### src/rtl/ifu_fetch_if.sv
// rtl/ifu_fetch_if.sv - instruction-memory and decode-stage handshake bundle for ifu_fetch
interface ifu_fetch_if;
  logic        imem_req_valid;
  logic        imem_req_ready;
  logic [31:0] imem_req_addr;
  logic        imem_rsp_valid;
  logic [31:0] imem_rsp_data;
  logic        inst_valid;
  logic        inst_ready;
  logic [31:0] inst_id;
  logic [31:0] pc_id;

  modport master (
    output imem_req_valid, imem_req_addr, inst_valid, inst_id, pc_id,
    input  imem_req_ready, imem_rsp_valid, imem_rsp_data, inst_ready
  );

  modport slave (
    input  imem_req_valid, imem_req_addr, inst_valid, inst_id, pc_id,
    output imem_req_ready, imem_rsp_valid, imem_rsp_data, inst_ready
  );
endinterface

### src/rtl/ifu_fetch.sv
// rtl/ifu_fetch.sv - single-outstanding instruction fetch unit with redirect squash
module ifu_fetch #(
  parameter logic [31:0] RESET_PC = 32'h8000_0000
) (
  input  logic          clk,
  input  logic          rst_n,
  input  logic          jump_flag,
  input  logic [31:0]   jump_target,
  ifu_fetch_if.master   bus
);

  typedef enum logic [1:0] {
    ST_IDLE = 2'd0,
    ST_REQ  = 2'd1,
    ST_WAIT = 2'd2,
    ST_HOLD = 2'd3
  } state_e;

  state_e      state_q, state_d;
  logic [31:0] pc_q, pc_d;
  logic        drop_q, drop_d;
  logic [31:0] inst_id_q, inst_id_d;
  logic [31:0] pc_id_q, pc_id_d;
  logic [31:0] jump_pc;

  assign jump_pc = jump_target & 32'hFFFF_FFFC;

  always_ff @(posedge clk or negedge rst_n) begin
    if (!rst_n) begin
      state_q   <= ST_IDLE;
      pc_q      <= RESET_PC;
      drop_q    <= 1'b0;
      inst_id_q <= 32'h0;
      pc_id_q   <= 32'h0;
    end else begin
      state_q   <= state_d;
      pc_q      <= pc_d;
      drop_q    <= drop_d;
      inst_id_q <= inst_id_d;
      pc_id_q   <= pc_id_d;
    end
  end

  always_comb begin
    state_d   = state_q;
    pc_d      = pc_q;
    drop_d    = drop_q;
    inst_id_d = inst_id_q;
    pc_id_d   = pc_id_q;
    if (jump_flag) begin
      pc_d = jump_pc;
    end
    case (state_q)
      ST_IDLE: begin
        state_d = ST_REQ;
      end
      ST_REQ: begin
        if (bus.imem_req_ready) begin
          state_d = ST_WAIT;
          drop_d  = jump_flag;
        end
      end
      ST_WAIT: begin
        // A redirect seen before or with the response makes that response stale.
        if (bus.imem_rsp_valid) begin
          if (drop_q || jump_flag) begin
            drop_d  = 1'b0;
            state_d = ST_REQ;
          end else begin
            inst_id_d = bus.imem_rsp_data;
            pc_id_d   = pc_q;
            state_d   = ST_HOLD;
          end
        end else if (jump_flag) begin
          drop_d = 1'b1;
        end
      end
      ST_HOLD: begin
        if (jump_flag) begin
          state_d = ST_REQ;
        end else if (bus.inst_ready) begin
          pc_d    = pc_q + 32'd4;
          state_d = ST_REQ;
        end
      end
      default: state_d = ST_IDLE;
    endcase
  end

  assign bus.imem_req_valid = (state_q == ST_REQ);
  assign bus.imem_req_addr  = pc_q;
  assign bus.inst_valid     = (state_q == ST_HOLD);
  assign bus.inst_id        = inst_id_q;
  assign bus.pc_id          = pc_id_q;

endmodule

### src/flat_wrapper.sv
// flat-port wrapper written by rule: the top's interface ports become plain ports
module ifu_fetch_flat 
#(
  parameter logic [31:0] RESET_PC = 32'h8000_0000
)
  (clk, rst_n, jump_flag, jump_target, bus_imem_req_valid, bus_imem_req_addr, bus_inst_valid, bus_inst_id, bus_pc_id, bus_imem_req_ready, bus_imem_rsp_valid, bus_imem_rsp_data, bus_inst_ready);
  ifu_fetch_if bus_i ();
  input  logic clk;
  input  logic rst_n;
  input  logic jump_flag;
  input  logic [31:0] jump_target;
  output wire logic [$bits(bus_i.imem_req_valid)-1:0] bus_imem_req_valid;
  output wire logic [$bits(bus_i.imem_req_addr)-1:0] bus_imem_req_addr;
  output wire logic [$bits(bus_i.inst_valid)-1:0] bus_inst_valid;
  output wire logic [$bits(bus_i.inst_id)-1:0] bus_inst_id;
  output wire logic [$bits(bus_i.pc_id)-1:0] bus_pc_id;
  input wire logic [$bits(bus_i.imem_req_ready)-1:0] bus_imem_req_ready;
  input wire logic [$bits(bus_i.imem_rsp_valid)-1:0] bus_imem_rsp_valid;
  input wire logic [$bits(bus_i.imem_rsp_data)-1:0] bus_imem_rsp_data;
  input wire logic [$bits(bus_i.inst_ready)-1:0] bus_inst_ready;
  assign bus_imem_req_valid = bus_i.imem_req_valid;
  assign bus_imem_req_addr = bus_i.imem_req_addr;
  assign bus_inst_valid = bus_i.inst_valid;
  assign bus_inst_id = bus_i.inst_id;
  assign bus_pc_id = bus_i.pc_id;
  assign bus_i.imem_req_ready = bus_imem_req_ready;
  assign bus_i.imem_rsp_valid = bus_imem_rsp_valid;
  assign bus_i.imem_rsp_data = bus_imem_rsp_data;
  assign bus_i.inst_ready = bus_inst_ready;
  ifu_fetch #(.RESET_PC(RESET_PC)) u_core (.clk(clk), .rst_n(rst_n), .jump_flag(jump_flag), .jump_target(jump_target), .bus(bus_i));
endmodule
### config.mk
export PLATFORM = sky130hd
export DESIGN_NAME = ifu_fetch_flat
export DESIGN_NICKNAME = d
export VERILOG_FILES = /design/src/rtl/ifu_fetch_if.sv /design/src/rtl/ifu_fetch.sv /design/src/flat_wrapper.sv
export SDC_FILE = /design/constraint.sdc
export NUM_CORES = 1
export LEC_CHECK = 0
export CAP_MARGIN = 25
export CORE_UTILIZATION = 48
export DETAILED_ROUTE_END_ITERATION = 10
export GPL_TIMING_DRIVEN = 0
export HOLD_SLACK_MARGIN = 0.1
export PLACE_DENSITY_LB_ADDON = 0.1
export SETUP_SLACK_MARGIN = 0.3
export SLEW_MARGIN = 20
export SYNTH_ARGS = -nofsm -noshare
export SYNTH_HDL_FRONTEND = slang
export SYNTH_SLANG_ARGS = --single-unit
### constraint.sdc
create_clock -name clk -period 5.46 [get_ports clk]
set_input_delay 1.092 -clock clk [delete_from_list [all_inputs] [get_ports clk]]
set_output_delay 1.092 -clock clk [all_outputs]
set_load 0.01 [all_outputs]
==> impl_metrics.toml, run 1 <==
[outcome]
outcome = "finished with violations"
violations = "design-rule violations"

[route]
dr.pass1.iters = 8
wl_per_cell_um = 16.7
postRouteAntennaNets = 0
drtIter0Drc = 147
drc = 13
wirelength_um = 10900
vias_per_cell = 5.48
vias = 3601

[logic_synthesis]
synth_nets = 442
synth.distinct_cells = 42
synth_seq_cells = 99
syn_area_per_cell_um2 = 12.0
ys_seq_area_share_pct = 56.2
synthCells = 367
synth-edff-count = 0
synth-async-reset-ratio_pct = 100
synth.most_common_cell = "dfrtp_1"
synthesis.area_um2 = 4410
netlist.area_leader.share_pct = 55.6
ys_top_cells_by_count = "dfrtp_1 (98), mux2_2 (64), nand2_1 (22)"
synth_area_leader_cell = "dfrtp_1"
synthTopCellsByArea = "dfrtp_1 (56%), mux2_2 (16%), xnor2_1 (2.2%), o21ai_0 (2.2%), or4_1 (2.0%)"
synth_ff_type = "dfrtp_1"
yosys_warnings = 0

[sta]
fmax_mhz = 329
min_period_ns = 3.04
hold_viol_final = 0
setup_tns_ns = 0
max_slew_margin_pct = 60.2
hold_slack_ns = 0.509
fin_crit_sh_pct = 55.7
slew_viol_final = 0
tightest_slew_ns = 0.596
finalSetupViolations = 0
rsz0062_at_grt = "no"
fin_skew_ns = 0.0144

[layout]
diodes = 0
final_cells = 657
drive_gt1_share_pct = 17.5
area_delta_synth_final_pct = 46.5
nets = 619
final_area_um2 = 6460

[power_and_ir_drop]
pwr-share-seq_pct = 41.7
power.total_mw = 2.68
power_per_cell_area_nw_per_um2 = 415
leakage_nw = 2.68
p_int_mw = 1.90
combPwrFrac_pct = 38.1
p_clk_share_pct = 20.2
sw_frac_of_total_pct = 29.2
p_switching_mw = 0.783
vdd_drop_max_v = 0.000234

[placement]
io_buffers = 165
place_hpwl_um = 8120
placed_cell_area_um2 = 6230
dp_cells = 641
gp_congestion = 0.827

[cts]
post_cts_resize_count = 0
postCtsSetupRepairBufs = 0
clkTransAtPathRegs_ns = 0.09
cts_buffers = 9
cts_hold_buf = 0
clk_latency_ns = 0.37
clk_path_buf_depth = 2
cts_tree = "done"
ctsHtreeMaxLevel = 3
cts-root-buf = "clkbuf_8"
cts_sinks = 99

[floorplanning]
coreArea_um2 = 8810
fp.dieW_um = 97.9
dieArea_um2 = 9580
placementRows = 34
die_h_um = 97.9
io_pins = 168
initial_core_util_pct = 50.1

[run]
drv_cap = 0

[worst_hold_path]
min_path_cells = 1
whs_endpoint = "u_core.bus.pc_id[18]"
hp-class = "register to register"
hp-start = "u_core.bus.pc_id[18]"

[grt]
antenna_found_initial = 0
overflow = 0
grt_usage_pct = 23.8
grt_pass1_wl_um = 18100
grt_max_degree = 52
grt_pass1_vias = 3689

[setup_path]
start_kind = "input port"
crit_start = "jump_flag"
rr_worst_depth = 7
worstReg2RegEnd = "u_core.bus.pc_id[19]"
crit_arrival_ns = 3.29
endpoint_kind = "register"
cp.required_ns = 5.71
r2r_slack_ns = 2.97
path_max_fanout = 10
path_class = "input port to register"
r2r_start = "u_core.state_q[0]"
[metal layers]
metal / global-route usage [%] / part of all wire [%] / routed length (um) / vias up
met1: 30.5 / 41 / 4470 / 1775
met3: 6.59 / 7.7 / 845 / 14
met4: 7.58 / 1.2 / 131 / 0
met2: 39.1 / 50 / 5500 / 130
li1: - / - / - / 1682
met5: 0 / 0 / 0 / -
[cell usage in the layout, fill, tap and decap left out, drive strengths merged, types with 10 or more instances in the layout]
cell / n
clkbuf: 20
or4: 13
buf: 10
nand2: 22
o21ai: 19
clkdlybuf4s50: 164
mux2: 64
a31oi: 12
inv: 13
nor2: 18
o31ai: 10
dfrtp: 98
nand3: 15
xnor2: 11
[power by group through the flow]
stage	registers, mW	logic [mW]	clock network (mW)
floorplan	1.23	0.312	0
global placement	1.12	1.01	0
detailed placement	1.13	1.03	0
CTS	1.12	1.04	0.551
global route	1.15	1.09	0.583
finish	1.12	1.02	0.542
[worst max path at each step]
stage | cells after the start | slack, ns | end
6_report | 6 | 2.42 | u_core.bus.pc_id[19]
5_1_grt | 6 | 2.28 | u_core.bus.pc_id[4]
4_1_cts | 6 | 2.41 | u_core.bus.pc_id[7]
3_5_place_dp | 6 | 2.01 | u_core.bus.pc_id[7]
3_3_place_gp | 1 | -0.43 | u_core.bus.pc_id[9]
2_1_floorplan | 5 | 3.00 | u_core.bus.imem_req_addr[16]
[layout make-up]
| cell class | instances | area [um2] |
|---|---|---|
| Sequential cell | 99 | 2480 |
| Fill cell | 634 | 2340 |
| Multi-Input combinational cell | 238 | 1800 |
| Timing Repair Buffer | 166 | 1680 |
| Clock buffer | 10 | 138 |
| Tap cell | 108 | 135 |
| Clock inverter | 6 | 96.3 |
| Buffer | 18 | 83.8 |
| Inverter | 12 | 45.0 |
[sequential cells by signal, indices dropped and copies added (netlist names)]
| register | count |
|---|---|
| u_core.drop_q | 1 |
| u_core.bus.inst_id | 32 |
| u_core.bus.imem_req_addr | 32 |
| u_core.state_q | 2 |
| u_core.bus.pc_id | 32 |
[stage by stage]
| step | setup slack [ns] | util [%] |
|---|---|---|
| 2_1_floorplan | 3.00 | - |
| 3_3_place_gp | -0.434 | 70.4 |
| 3_5_place_dp | 2.01 | 70.7 |
| 4_1_cts | 2.41 | 73.4 |
| 5_1_grt | 2.28 | 73.4 |
| 6_report | 2.42 | 73.4 |
[critical path, cell delays in order]
cell,delay [ns]
clkdlybuf4s50_1,0.51
nor3b_1,0.31
and2_1,0.16
clkbuf_1,0.46
buf_2,0.37
mux2_2,0.37
[cell families after synthesis]
logic type	count (synthesis)	share of synthesized area [%]
AOI/OAI and AO/OA	50	7.23
and+or+nand+nor	103	12.6
muxes	67	17.0
DFF	99	56.2
buffers and inverters	30	2.92
adders and majority gates	5	1.42
xor gates and xnor gates	13	2.58
Power figures use the tool's default switching activity.
==> run 2, diff against run 1 <==
--- a/config.mk
+++ b/config.mk
@@ -6,7 +6,7 @@
 export NUM_CORES = 1
 export LEC_CHECK = 0
 export CAP_MARGIN = 25
-export CORE_UTILIZATION = 48
+export CORE_UTILIZATION = 44
 export DETAILED_ROUTE_END_ITERATION = 10
 export GPL_TIMING_DRIVEN = 0
 export HOLD_SLACK_MARGIN = 0.1
==> constraint.sdc (replaced) <==
create_clock -name clk -period 2.8 [get_ports clk]
set_input_delay 0.56 -clock clk [delete_from_list [all_inputs] [get_ports clk]]
set_output_delay 0.56 -clock clk [all_outputs]
set_load 0.01 [all_outputs]
==> run 2 against run 1 <==
Against the previous run: the flow now finishes without violations; global-route usage decreased by 2.0 points; setup slack got worse by 2.0 ns; clock power increased by 62%; sequential share of layout area about the same; worst hold slack improved by 0.0022 ns; die area increased by 8.9%; critical path depth unchanged; cell count increased by 4.0%; flip-flop and latch count unchanged; via count decreased by 0.44%; combinational power increased by 95%; critical path type unchanged; critical endpoint is now u_core.bus.imem_req_addr[16]; highest routed layer unchanged.
==> impl_metrics.toml, run 2 (synthesis results as in run 1) <==
[sta]
slew_viol_final = 0
fin_skew_ns = 0.0117
fmax_mhz = 419
fin_crit_sh_pct = 85.2
tightest_slew_ns = 0.481
min_period_ns = 2.39
rsz0062_at_grt = "no"
finalSetupViolations = 0
hold_slack_ns = 0.512
hold_viol_final = 0
max_slew_margin_pct = 67.9

[placement]
gp_congestion = 0.805
place_hpwl_um = 8020
io_buffers = 165

[cts]
clk_latency_ns = 0.36
cts-root-buf = "clkbuf_8"
clkTransAtPathRegs_ns = 0.10
cts_buffers = 9
ctsHtreeMaxLevel = 3
cts_tree = "done"
clk_path_buf_depth = 2
cts_sinks = 99

[floorplanning]
initial_core_util_pct = 45.3
fp.dieW_um = 102
die_h_um = 102
coreArea_um2 = 9730
dieArea_um2 = 10400
placementRows = 36
io_pins = 168

[setup_path]
crit_arrival_ns = 2.69
path_class = "input port to register"
cp.required_ns = 3.10
endpoint_kind = "register"
start_kind = "input port"
rr_worst_depth = 6
path_max_fanout = 10

[grt]
grt_pass1_wl_um = 17300
overflow = 0
grt_usage_pct = 21.8
grt_pass1_vias = 3549
grt_max_degree = 73
antenna_found_initial = 0

[layout]
fin_util_pct = 66.3
drive_gt1_share_pct = 17.6
area_delta_synth_final_pct = 46.3
diodes = 0
final_cell_mix = "clkdlybuf4s50_1 (164), dfrtp_1 (98), mux2_2 (64), nand2_1 (22), o21ai_0 (19)"
final_common_cell = "clkdlybuf4s50_1"
nets = 620
fillers = 809

[route]
drtIter0Drc = 84
wirelength_um = 10900
vias_per_cell = 5.25
postRouteAntennaNets = 0
drc = 0
dr.pass1.iters = 4
wl_per_cell_um = 16.0
vias = 3585

[power_and_ir_drop]
p_clk_share_pct = 17.4
power_per_cell_area_nw_per_um2 = 780
pwr-share-seq_pct = 43.1
leakage_nw = 2.66
power.total_mw = 5.03
sw_frac_of_total_pct = 30.3
combPwrFrac_pct = 39.5
vdd_drop_max_v = 0.000570
p_switching_mw = 1.53
p_int_mw = 3.51

[outcome]
outcome = "complete, no violations"

[run]
drv_cap = 0

[worst_hold_path]
hp-class = "register to register"
min_path_cells = 1
-- run 2: layout make-up --
cell class                 count  area (um2)  area share, %
inverter                      12        45.0          0.698
buffer                        18        86.3           1.34
timing repair buffer         167        1690           26.2
sequential                    99        2480           38.4
tap                          133         166           2.58
clock buffer                  10         128           1.98
multi-input combinational    238        1800           28.0
clock inverter                 6        56.3          0.872
-- run 2: timing repair --
item,CTS,global route
hold endpoints to repair,26,0
buffers inserted,0,0
hold buffers,1,0
setup endpoints to repair,54,1
gates resized for setup,1,2
cloned,0,0
-- run 2: metal layers --
layer | global-route usage, % | routed length, um
met1 | 28.7 | 4830
met2 | 35.2 | 5330
met3 | 5.54 | 662
met4 | 7.69 | 80
met5 | 0 | 0
-- run 2: worst paths after layout --
check	startpoint	to	slack, ns
worst min register to register	u_core.bus.pc_id[15]	u_core.bus.pc_id[15]	0.51
min in group asynchronous	rst_n	u_core.bus.pc_id[29]	0.62
max in group asynchronous	rst_n	u_core.bus.pc_id[14]	1.54
worst min-delay path	u_core.bus.pc_id[15]	u_core.bus.pc_id[15]	0.51
worst max register to register	u_core.state_q[0]	u_core.bus.imem_req_addr[16]	0.48
worst max-delay path	bus_inst_ready	u_core.bus.imem_req_addr[16]	0.41
-- run 2: power by group through the flow --
stage | Combinational (mW) | Sequential, mW | Clock (mW)
after detailed placement | 2.00 | 2.21 | 0
after global routing | 2.14 | 2.24 | 0.974
final | 1.99 | 2.17 | 0.876
after CTS | 2.01 | 2.18 | 0.908
after global placement | 1.97 | 2.19 | 0
after floorplan | 0.608 | 2.40 | 0
-- run 2: metrics by stage --
stage               TNS [ns]  std cells  setup WS [ns]  area [um2]
floorplan                  0        367          0.757        4410
global placement     -256.14        665          -2.57        6230
detailed placement     -5.94        666         -0.132        6260
CTS                        0        683          0.363        6450
global route               0        683          0.336        6450
finish                     0        683          0.415        6450
-- run 2: worst max-delay path, stage by stage --
cell             delay [ns]
clkdlybuf4s50_1        0.55
nand4_1                0.20
or3_1                  0.54
clkbuf_2               0.25
or4_1                  0.49
nand3_1                0.09
